==> src/rtl/tiger_dmem_access_pkg.sv <==
// Shared constants, state encodings and lane helpers for the Tiger memory-access stage.
package tiger_dmem_access_pkg;

    localparam int CONTROL_WIDTH    = 8;
    localparam int CONTROL_REGWRITE = 0;

    localparam logic [5:0] OP_LB  = 6'h20;
    localparam logic [5:0] OP_LH  = 6'h21;
    localparam logic [5:0] OP_LW  = 6'h23;
    localparam logic [5:0] OP_LBU = 6'h24;
    localparam logic [5:0] OP_LHU = 6'h25;
    localparam logic [5:0] OP_SB  = 6'h28;
    localparam logic [5:0] OP_SH  = 6'h29;
    localparam logic [5:0] OP_SW  = 6'h2B;

    typedef enum logic [1:0] {ST_IDLE, ST_REQ, ST_WAIT_DATA} state_t;
    typedef enum logic [1:0] {SZ_BYTE, SZ_HALF, SZ_WORD} size_t;

    function automatic logic is_mem_op(input logic [5:0] op);
        case (op)
            OP_LB, OP_LH, OP_LW, OP_LBU, OP_LHU, OP_SB, OP_SH, OP_SW: return 1'b1;
            default: return 1'b0;
        endcase
    endfunction

    function automatic logic is_load_op(input logic [5:0] op);
        case (op)
            OP_LB, OP_LH, OP_LW, OP_LBU, OP_LHU: return 1'b1;
            default: return 1'b0;
        endcase
    endfunction

    function automatic size_t access_size(input logic [5:0] op);
        case (op)
            OP_LB, OP_LBU, OP_SB: return SZ_BYTE;
            OP_LH, OP_LHU, OP_SH: return SZ_HALF;
            default:              return SZ_WORD;
        endcase
    endfunction

    function automatic logic misaligned(input size_t sz, input logic [1:0] off);
        case (sz)
            SZ_HALF: return off[0];
            SZ_WORD: return off != 2'b00;
            default: return 1'b0;
        endcase
    endfunction

    // Big-endian lanes: offset 0 is the most significant byte (enable bit 3).
    function automatic logic [3:0] lane_enable(input size_t sz, input logic [1:0] off);
        case (sz)
            SZ_BYTE: return 4'b1000 >> off;
            SZ_HALF: return off[1] ? 4'b0011 : 4'b1100;
            default: return 4'b1111;
        endcase
    endfunction

    function automatic logic [31:0] store_lanes(input size_t sz, input logic [31:0] rt);
        case (sz)
            SZ_BYTE: return {4{rt[7:0]}};
            SZ_HALF: return {2{rt[15:0]}};
            default: return rt;
        endcase
    endfunction

endpackage

==> src/rtl/tiger_load_align.sv <==
// Selects the addressed byte/halfword of a big-endian read word and extends it per load opcode.
module tiger_load_align
    import tiger_dmem_access_pkg::*;
(
    input  logic [31:0] read_data,
    input  logic [1:0]  offset,
    input  logic [5:0]  opcode,
    output logic [31:0] result
);

    logic [7:0]  byte_sel;
    logic [15:0] half_sel;

    always_comb begin
        case (offset)
            2'd0:    byte_sel = read_data[31:24];
            2'd1:    byte_sel = read_data[23:16];
            2'd2:    byte_sel = read_data[15:8];
            default: byte_sel = read_data[7:0];
        endcase
        half_sel = offset[1] ? read_data[15:0] : read_data[31:16];
        case (opcode)
            OP_LB:   result = {{24{byte_sel[7]}}, byte_sel};
            OP_LBU:  result = {24'h0, byte_sel};
            OP_LH:   result = {{16{half_sel[15]}}, half_sel};
            OP_LHU:  result = {16'h0, half_sel};
            default: result = read_data;
        endcase
    end

endmodule

==> src/rtl/tiger_dmem_access.sv <==
// Tiger MIPS memory-access stage: single-outstanding Avalon-style data access with
// upstream stall, misalignment trapping and registered writeback outputs.
module tiger_dmem_access
    import tiger_dmem_access_pkg::*;
(
    input  logic                     clk,
    input  logic                     reset,
    input  logic                     inValid,
    input  logic [31:0]              instr,
    input  logic [CONTROL_WIDTH-1:0] control,
    input  logic [31:0]              aluResult,
    input  logic [31:0]              storeData,
    output logic                     stall,
    output logic [31:0]              memAddress,
    output logic                     memRead,
    output logic                     memWrite,
    output logic [3:0]               memByteEnable,
    output logic [31:0]              memWriteData,
    input  logic [31:0]              memReadData,
    input  logic                     memWaitRequest,
    input  logic                     memReadDataValid,
    output logic                     outValid,
    output logic [31:0]              outInstr,
    output logic [CONTROL_WIDTH-1:0] outControl,
    output logic [31:0]              MAOut,
    output logic                     addrErr
);

    state_t                   state_q, state_d;
    logic [5:0]               opcode;
    size_t                    size;
    logic                     mem_op;
    logic                     bad_align;
    logic [CONTROL_WIDTH-1:0] control_noreg;

    logic                     pend_load;
    logic [5:0]               pend_op;
    logic [1:0]               pend_offset;
    logic [31:0]              pend_instr;
    logic [CONTROL_WIDTH-1:0] pend_control;
    logic [31:0]              pend_alu;
    logic [31:0]              load_result;

    assign opcode    = instr[31:26];
    assign size      = access_size(opcode);
    assign mem_op    = is_mem_op(opcode);
    assign bad_align = mem_op && misaligned(size, aluResult[1:0]);

    always_comb begin
        control_noreg = control;
        control_noreg[CONTROL_REGWRITE] = 1'b0;
    end

    tiger_load_align u_align (
        .read_data (memReadData),
        .offset    (pend_offset),
        .opcode    (pend_op),
        .result    (load_result)
    );

    always_ff @(posedge clk) begin
        if (reset) state_q <= ST_IDLE;
        else       state_q <= state_d;
    end

    // Stall is released in the cycle a transaction completes so upstream advances in lockstep.
    always_comb begin
        state_d  = state_q;
        stall    = 1'b0;
        memRead  = 1'b0;
        memWrite = 1'b0;
        case (state_q)
            ST_IDLE: begin
                if (inValid && mem_op && !bad_align) begin
                    stall   = 1'b1;
                    state_d = ST_REQ;
                end
            end
            ST_REQ: begin
                memRead  = pend_load;
                memWrite = !pend_load;
                stall    = 1'b1;
                if (!memWaitRequest) begin
                    if (pend_load) begin
                        state_d = ST_WAIT_DATA;
                    end else begin
                        stall   = 1'b0;
                        state_d = ST_IDLE;
                    end
                end
            end
            ST_WAIT_DATA: begin
                stall = 1'b1;
                if (memReadDataValid) begin
                    stall   = 1'b0;
                    state_d = ST_IDLE;
                end
            end
            default: state_d = ST_IDLE;
        endcase
    end

    always_ff @(posedge clk) begin
        if (reset) begin
            pend_load     <= 1'b0;
            pend_op       <= '0;
            pend_offset   <= '0;
            pend_instr    <= '0;
            pend_control  <= '0;
            pend_alu      <= '0;
            memAddress    <= '0;
            memByteEnable <= '0;
            memWriteData  <= '0;
            outValid      <= 1'b0;
            outInstr      <= '0;
            outControl    <= '0;
            MAOut         <= '0;
            addrErr       <= 1'b0;
        end else begin
            outValid <= 1'b0;
            case (state_q)
                ST_IDLE: begin
                    if (inValid && mem_op && !bad_align) begin
                        pend_load     <= is_load_op(opcode);
                        pend_op       <= opcode;
                        pend_offset   <= aluResult[1:0];
                        pend_instr    <= instr;
                        pend_control  <= control;
                        pend_alu      <= aluResult;
                        memAddress    <= {aluResult[31:2], 2'b00};
                        memByteEnable <= lane_enable(size, aluResult[1:0]);
                        memWriteData  <= store_lanes(size, storeData);
                    end else if (inValid) begin
                        outValid   <= 1'b1;
                        outInstr   <= instr;
                        outControl <= bad_align ? control_noreg : control;
                        MAOut      <= aluResult;
                        addrErr    <= bad_align;
                    end
                end
                ST_REQ: begin
                    if (!memWaitRequest && !pend_load) begin
                        outValid   <= 1'b1;
                        outInstr   <= pend_instr;
                        outControl <= pend_control;
                        MAOut      <= pend_alu;
                        addrErr    <= 1'b0;
                    end
                end
                ST_WAIT_DATA: begin
                    if (memReadDataValid) begin
                        outValid   <= 1'b1;
                        outInstr   <= pend_instr;
                        outControl <= pend_control;
                        MAOut      <= load_result;
                        addrErr    <= 1'b0;
                    end
                end
                default: ;
            endcase
        end
    end

endmodule

==> config.mk <==
export PLATFORM = sky130hd
export DESIGN_NAME = tiger_dmem_access
export DESIGN_NICKNAME = d
export VERILOG_FILES = /design/src/rtl/tiger_dmem_access_pkg.sv /design/src/rtl/tiger_load_align.sv /design/src/rtl/tiger_dmem_access.sv
export SDC_FILE = /design/constraint.sdc
export NUM_CORES = 1
export LEC_CHECK = 0
export CAP_MARGIN = 10
export CORE_ASPECT_RATIO = 1.75
export CORE_UTILIZATION = 47
export DETAILED_ROUTE_END_ITERATION = 7
export PLACE_DENSITY = 0.81
export SYNTH_ARGS = -nofsm -noshare
export SYNTH_HDL_FRONTEND = slang
export SYNTH_SLANG_ARGS = --single-unit
==> constraint.sdc <==
create_clock -name clk -period 2.4 [get_ports clk]
set_input_delay 0.36 -clock clk [delete_from_list [all_inputs] [get_ports clk]]
set_output_delay 0.36 -clock clk [all_outputs]
set_load 0.02 [all_outputs]
==> run summary, run 1 <==
========================================================================================
Outcome ................................................................... complete, no violations
Highest ir drop seen on vdd ...............................................       402 µV
Critical Path Source Type .................................................         flop
Synth area leaders ........................................................ dfxtp_1 (41%), nand2_1 (8.8%), a21oi_1 (7.9%), mux2i_1 (6.3%), o211ai_1 (3.3%)
Seq. cell area ............................................................  0.00370 mm²
Die Ht ....................................................................       186 µm
Initial Utilization .......................................................        0.484
Setup bufs post-CTS .......................................................            0
Post-placement cell count .................................................        1,545
Simple-gate portion of the synthesized area ...............................        0.152
Clock tree root driver cell ...............................................    clkbuf_16
Global placer's final weighted congestion .................................        0.918
DRC violation count after routing .........................................            0
Min-Delay Path Depth ......................................................            2
Reported max-cap violation count ..........................................            0
Total global-route track usage ............................................        0.304
Startpoint-to-endpoint class of the critical path .........................      reg2out
Yosys top cell by area ....................................................      dfxtp_1
Post-detailed-route count of antenna-violating nets .......................            0
Most common cell in the netlist ...........................................      nand2_1
Initial antenna violation count ...........................................            2
Critical register-to-register path startpoint .............................   pend_op[1]
Arrival @ worst endpoint ..................................................      1950 ps
Met2 Use GR ...............................................................        0.525
Layout-stage area growth over the synthesis result ........................        40.6%
Final Non-Filler Cells ....................................................        1,579
Number of port buffers ....................................................          283
Kind of end point of the critical path ....................................   output pin
Register bit count reported by yosys ......................................          185
Routed wire length ........................................................    30,900 µm
I/O pin cnt ...............................................................          286
Worst skew pair latency ...................................................       430 ps
Design Power ..............................................................      7290 µW
Die Width .................................................................       107 µm
Seq/Total Area, Yosys .....................................................        0.408
Maximum fanout along the worst path .......................................           36
Cts hold-fix bufs .........................................................            0
Per-cell routed wire length ...............................................      19.6 µm
Final critical-path required period .......................................      2310 ps
Worst slew margin relative to its limit ...................................        0.537
Via count of the first global-routing pass ................................        9,045
Compound-gate portion of the synthesized area .............................        0.279
Largest net degree at the start of global routing .........................           71
Fillers ...................................................................        1,516
Max Clock Freq ............................................................      434 MHz
Hold path startpoint ......................................................        reset
GR Util met3 ..............................................................       0.0644
R2R Path End ..............................................................    MAOut[23]
Endpoint, Worst Hold ...................................................... pend_alu[26]
Power Density .............................................................   572 mW/mm²
Final global-route overflow total .........................................            0
Pins Over Slew Limit ......................................................            0
Reg-to-reg slack, setup ...................................................       190 ps
Data required time of the critical path ...................................      2040 ps
Slew @ Worst Pin ..........................................................       694 ps
Worst Reg2Reg Path Length in Cells ........................................            4
Area share of the largest cell type after synthesis .......................        0.408
Post-synthesis cell type count ............................................           60
Number of buffers created by CTS ..........................................           17
Post-synthesis mux area share .............................................       0.0728
Placeable Area ............................................................   0.0187 mm²
Flip-flop cell with the highest count after synthesis .....................      dfxtp_1
Post-layout worst setup margin ............................................      93.9 ps
Crit path from ............................................................   state_q[1]
Unrepaired setup endpoints after global routing ...........................           no
Num Clock Sinks ...........................................................          185
Summed instance area of the synthesized netlist ...........................  0.00907 mm²
Mean area per synthesized cell ............................................     8.30 µm²
Post-synth ARST share .....................................................            0
P_leak ....................................................................   0.00437 µW
Worst slack after detailed placement ......................................      -469 ps
Synth Area in Adders ......................................................      0.00552
Worst Skew ................................................................      11.8 ps
Core Rows .................................................................           66
Tcrit/Tclk final ..........................................................        0.961
Synth top cells by count .................................................. nand2_1 (213), dfxtp_1 (185), a21oi_1 (143)
Final Hold Fails ..........................................................            0
Vias per Instance .........................................................         5.92
Detailed-route via count ..................................................        9,343
Buffer depth of the longest clock path ....................................            2
Reg clk slew, reported paths ..............................................        70 ps
Post-layout nets ..........................................................        1,472
Parity-gate share of the synthesized area counting xor and xnor cells .....            0
Die outline area ..........................................................   0.0199 mm²
Number of search-and-repair iterations in the first detailed-routing pass .            5
Dominant combinational cell family by area after synthesis ................ compound AO/OA/AOI/OAI gates
Post-DP HPWL ..............................................................    21,800 µm
Min-delay worst type ......................................................       in2reg
CTS tree ..................................................................        built
Area taken by multi-input logic gates .....................................  0.00469 mm²
Number of enable flip-flop cells after synthesis ..........................            0
Busiest metal layer after global routing ..................................         met2
Maximum level of the CTS H-tree ...........................................            4
Global routing usage on met1 ..............................................        0.339
Post-synthesis cell count .................................................        1,093
Synthesis warning total ...................................................            0
Fraction of layout cells with a size suffix above 1 .......................       0.0993
Global-route wire length before repair ....................................    47,400 µm
Finish-stage setup viols ..................................................            0
DRC marker count from the first detailed-route iteration ..................          645
========================================================================================
-- metal layers --
metal  wire length (µm)  up-vias  share of wire
li1                   -     4406              -
met2              15800      456           0.51
met4               1620        0          0.053
met1              11200     4379           0.36
met3               2250      102          0.073
met5                  0        -              0
-- logic make-up (layout without fill, tap and decap cells) --
group / count (synthesis) / count (layout)
DFF: 185 / 185
adders and majority gates: 4 / 4
muxes: 64 / 64
other: 1 / 4
buffers and inverters: 147 / 391
and+or+nand+nor: 326 / 327
AOI/OAI and AO/OA: 366 / 366
-- sequential cells by signal, indices dropped and copies added, names as in the netlist, 4 cells and up --
signal	cells
pend_control	8
MAOut	32
memByteEnable	4
outInstr	32
pend_instr	26
outControl	8
pend_op	6
memWriteData	32
pend_alu	31
-- through the flow --
step / util / hold slack, ps / TNS [ps] / instance area [µm²]
2_1_floorplan: - / 433 / 0 / 9070
3_3_place_gp: 0.649 / 440 / -34970 / 12200
3_5_place_dp: 0.649 / 448 / -39330 / 12200
4_1_cts: 0.680 / 373 / 0 / 12700
5_1_grt: 0.680 / 407 / 0 / 12800
6_report: 0.680 / 382 / 0 / 12800
-- layout by cell type (no fill, tap or decap), drive strengths merged, types with 5 or more instances in the layout --
cell type        n
a22o             5
o21ai           28
a21oi          144
mux2i           57
clkdlybuf4s50  278
clkbuf          23
o41ai           28
nand2b           8
dfxtp          185
buf             68
a211oi          45
mux2             6
a311oi          10
o211ai          40
nand2          213
a221oi          31
nor2            65
nand3            8
nor3            13
inv             11
clkinv           6
-- cell type report --
| class | instances | area share |
|---|---|---|
| clock inverter | 8 | 0.00500 |
| clock buffer | 23 | 0.0398 |
| tap | 238 | 0.0233 |
| multi-input combinational | 763 | 0.368 |
| inverter | 11 | 0.00324 |
| antenna | 2 | 0.000392 |
| sequential | 185 | 0.290 |
| timing repair buffer | 349 | 0.270 |
-- critical path: stages (launching register included) --
cell           delay, ps
dfxtp_1              330
inv_1                130
ha_1                 220
buf_8                260
nor2b_1              200
dlygate4sd2_1        390
-- timing repair --
action / 4_1_cts / 5_1_grt
endpoints found under the setup margin: 3 / 40
gates cloned: 0 / 1
resized for setup: 8 / 2
pin swaps: 0 / 0
-- worst max path at each step --
| stage | depth (start not counted) | endpoint |
|---|---|---|
| after CTS | 7 | outInstr[8] |
| final | 5 | memWrite |
| after floorplan | 8 | stall |
| after global routing | 5 | memWrite |
| after detailed placement | 7 | stall |
| after global placement | 7 | stall |
-- power by group --
part / internal [µW] / total [µW] / switching, µW
clock: 1490 / 2710 / 1220
combinational: 631 / 1300 / 668
sequential: 3200 / 3280 / 79.7
total: 5320 / 7290 / 1970
Power figures use the tool's default switching activity.
==> run 2, diff against run 1 <==
--- a/config.mk
+++ b/config.mk
@@ -7,9 +7,9 @@
 export LEC_CHECK = 0
 export CAP_MARGIN = 10
 export CORE_ASPECT_RATIO = 1.75
-export CORE_UTILIZATION = 47
+export CORE_UTILIZATION = 43
 export DETAILED_ROUTE_END_ITERATION = 7
-export PLACE_DENSITY = 0.81
+export PLACE_DENSITY = 0.78
 export SYNTH_ARGS = -nofsm -noshare
 export SYNTH_HDL_FRONTEND = slang
 export SYNTH_SLANG_ARGS = --single-unit
==> constraint.sdc (replaced) <==
create_clock -name clk -period 2.1 [get_ports clk]
set_input_delay 0.315 -clock clk [delete_from_list [all_inputs] [get_ports clk]]
set_output_delay 0.315 -clock clk [all_outputs]
set_load 0.02 [all_outputs]
==> run 2 against run 1 <==
Compared with the run above:
- sequential share of layout area is 1.1 points lower
- final cell count rose by 2.1%
- hold slack got worse by 100 ps
- sequential power is 14% higher
- total power up 18%
- setup slack worse by 43 ps
- clock power increased by 22%
- clock-buffer cell count fell by 5
- via count increased by 1.6%
- combinational power rose by 21%
- clock skew shrank 4.2 ps
- the flow now finishes with violations (design-rule violations)
- largest cell class unchanged
==> run summary, run 2 (synthesis gave the netlist of run 1 again) <==
========================================================================================
Endpoint, Worst Hold ......................................................    pend_load
Core Rows .................................................................           69   +4.5%
Number of port buffers ....................................................          283   unchanged
Unrepaired setup endpoints after global routing ...........................          yes
Cells along the critical path ............................................. inv_1 > ha_2 > o21ai_0 > nand2b_1 > nor2_1 > nor2_2 > buf_6
Initial antenna violation count ...........................................            4   +2
Post-DP HPWL ..............................................................    22,700 µm   +4.3%
Arrival @ worst endpoint ..................................................      1730 ps   -220 ps
Post-detailed-route count of antenna-violating nets .......................            0   unchanged
Failing checks ............................................................ design-rule violations
I/O pin cnt ...............................................................          286   unchanged
Layout-stage area growth over the synthesis result ........................        46.4%
Power Density .............................................................   650 mW/mm²   +14%
Worst slack after detailed placement ......................................      -614 ps   -145 ps
Die Ht ....................................................................       194 µm   +4.5%
Post-layout nets ..........................................................        1,492   +1.4%
Highest ir drop seen on vdd ...............................................       667 µV   +66%
Worst path buffer plus inverter count .....................................            2   -1
Critical Path Source Type .................................................         flop
Detailed-route via count ..................................................        9,497   +1.6%
Startpoint-to-endpoint class of the critical path .........................      reg2out
Top library cells by usage in the layout, fill and taps aside ............. clkdlybuf4s50_1 (273), nand2_1 (213), dfxtp_1 (185)
Number of buffers created by CTS ..........................................           17   unchanged
Global-route wire length before repair ....................................    49,800 µm   +5.1%
Worst Skew ................................................................      7.66 ps   -4.17 ps
Worst skew pair latency ...................................................       440 ps   about the same
Final global-route overflow total .........................................            0   unchanged
DRC marker count from the first detailed-route iteration ..................          630   -2.3%
Reported max-cap violation count ..........................................            0   unchanged
CTS tree ..................................................................        built
Die outline area ..........................................................   0.0217 mm²   +9.2%
Buffer depth of the longest clock path ....................................            2   unchanged
Most common cell after layout, fill and taps aside ........................ clkdlybuf4s50_1
Data required time of the critical path ...................................      1780 ps   -260 ps
Tcrit/Tclk final ..........................................................        0.976
Pins Over Slew Limit ......................................................            0   unchanged
Worst slew margin relative to its limit ...................................        0.648   +0.111
Final critical-path required period .......................................      2050 ps
Fillers ...................................................................        1,714   +13%
Hold path startpoint ......................................................    instr[29]
DRC violation count after routing .........................................           14   +14
Min-Delay Path Depth ......................................................            3   +1
Die Width .................................................................       112 µm   +4.5%
Critical register-to-register path startpoint .............................   pend_op[5]
Largest registers ......................................................... MAOut x32, memWriteData x32, outInstr x32
Placeable Area ............................................................   0.0205 mm²   +9.2%
Number of search-and-repair iterations in the first detailed-routing pass .            8   +3
Finish-stage setup viols ..................................................            0   unchanged
R2R Path End ..............................................................     MAOut[6]
Cell at the slowest stage of the critical path ............................      dfxtp_1
Post-layout worst setup margin ............................................      50.6 ps   -43.3 ps
Maximum level of the CTS H-tree ...........................................            4   unchanged
Reg-to-reg slack, setup ...................................................        60 ps   -130 ps
Kind of end point of the critical path ....................................   output pin
Cts hold-fix bufs .........................................................            0   unchanged
Initial Utilization .......................................................        0.443   -0.0406
Fraction of layout cells with a size suffix above 1 .......................        0.133   +0.0338
Vias per Instance .........................................................         5.89   -0.43%
Per-cell routed wire length ...............................................      20.1 µm   +2.8%
Routed wire length ........................................................    32,400 µm   +4.9%
P_leak ....................................................................   0.00467 µW   +6.9%
Max incr delay on CP ......................................................       330 ps   -60 ps
Setup total negative slack ................................................         0 ps   unchanged
Largest net degree at the start of global routing .........................           57   -20%
Clock tree root driver cell ...............................................    clkbuf_16
Min-delay worst type ......................................................       in2reg
Reg clk slew, reported paths ..............................................        70 ps   about the same
Slew @ Worst Pin ..........................................................       528 ps   -166 ps
Outcome ................................................................... finished with violations
Via count of the first global-routing pass ................................        9,344   +3.3%
Num Clock Sinks ...........................................................          185   unchanged
Max Clock Freq ............................................................      488 MHz
Maximum fanout along the worst path .......................................            5   -86%
Global placer's final weighted congestion .................................        0.937   +2.1%
Final Hold Fails ..........................................................            0   unchanged
Total global-route track usage ............................................        0.293   -0.0116
Cell family with most CP delay ............................................ simple AND/OR/NAND/NOR gates
Worst Reg2Reg Path Length in Cells ........................................            5   +1
========================================================================================
[run 2: per-stage QoR]
stage	hold slack [ps]	instances	util	total power [µW]	area [µm²]
floorplan	405	1094	-	4480	9080
global placement	441	1573	0.606	5310	12400
detailed placement	448	1573	0.606	5330	12400
CTS	279	1606	0.637	8630	13000
global route	279	1612	0.649	8910	13300
finish	281	1612	0.649	8630	13300
[run 2: report_power, final]
part	leakage, µW	switching [µW]	total [µW]	internal [µW]
logic	0.00287	794	1570	773
clock network	0.000295	1430	3310	1880
registers	0.00151	90.1	3740	3650
total	0.00467	2320	8630	6310
[run 2: layer usage]
| layer | GRT usage | vias to the layer above | wire length (µm) |
|---|---|---|---|
| li1 | - | 4444 | - |
| met1 | 0.325 | 4496 | 12000 |
| met2 | 0.492 | 438 | 16300 |
| met3 | 0.0591 | 119 | 2040 |
| met4 | 0.215 | 0 | 2080 |
| met5 | 0 | - | 0 |
[run 2: worst max-delay path by stage]
stage,slack [ps],endpoint,from,depth (start not counted)
2_1_floorplan,10,stall,instr[26],8
3_3_place_gp,-590,stall,instr[31],7
3_5_place_dp,-610,stall,instr[31],7
4_1_cts,-130,stall,instr[31],7
5_1_grt,-60,MAOut[6],pend_op[5],5
6_report,50,stall,state_q[1],7
[run 2: worst reg2reg max path, delay by kind of cell (launching register included)]
family          cells  cell delay (ps)
compound gates      3              630
flops               1              440
simple gates        2              860
[run 2: final cells by class]
type | count | area [µm²] | share of cell area
Multi-Input combinational cell | 762 | 4870 | 0.367
Timing Repair Buffer | 370 | 3740 | 0.281
Antenna cell | 4 | 10.0 | 0.000754
Clock inverter | 14 | 174 | 0.0131
Clock buffer | 18 | 429 | 0.0323
Tap cell | 248 | 310 | 0.0234
Sequential cell | 185 | 3700 | 0.279
Inverter | 11 | 41.3 | 0.00311
[run 2: what timing repair did]
action,4_1_cts,5_1_grt
pin swaps,1,3
buffers inserted,0,2
gates resized for setup,12,38
cloned,1,0
hold endpoints to repair,0,0
setup endpoints to repair,50,152
==> run 3, diff against run 2 <==
--- a/config.mk
+++ b/config.mk
@@ -5,7 +5,7 @@
 export SDC_FILE = /design/constraint.sdc
 export NUM_CORES = 1
 export LEC_CHECK = 0
-export CAP_MARGIN = 10
+export CAP_MARGIN = 20
 export CORE_ASPECT_RATIO = 1.75
 export CORE_UTILIZATION = 43
 export DETAILED_ROUTE_END_ITERATION = 7
==> results of run 3 <==
Same layout as run 2: the final DEF is identical, and so are final timing and power.
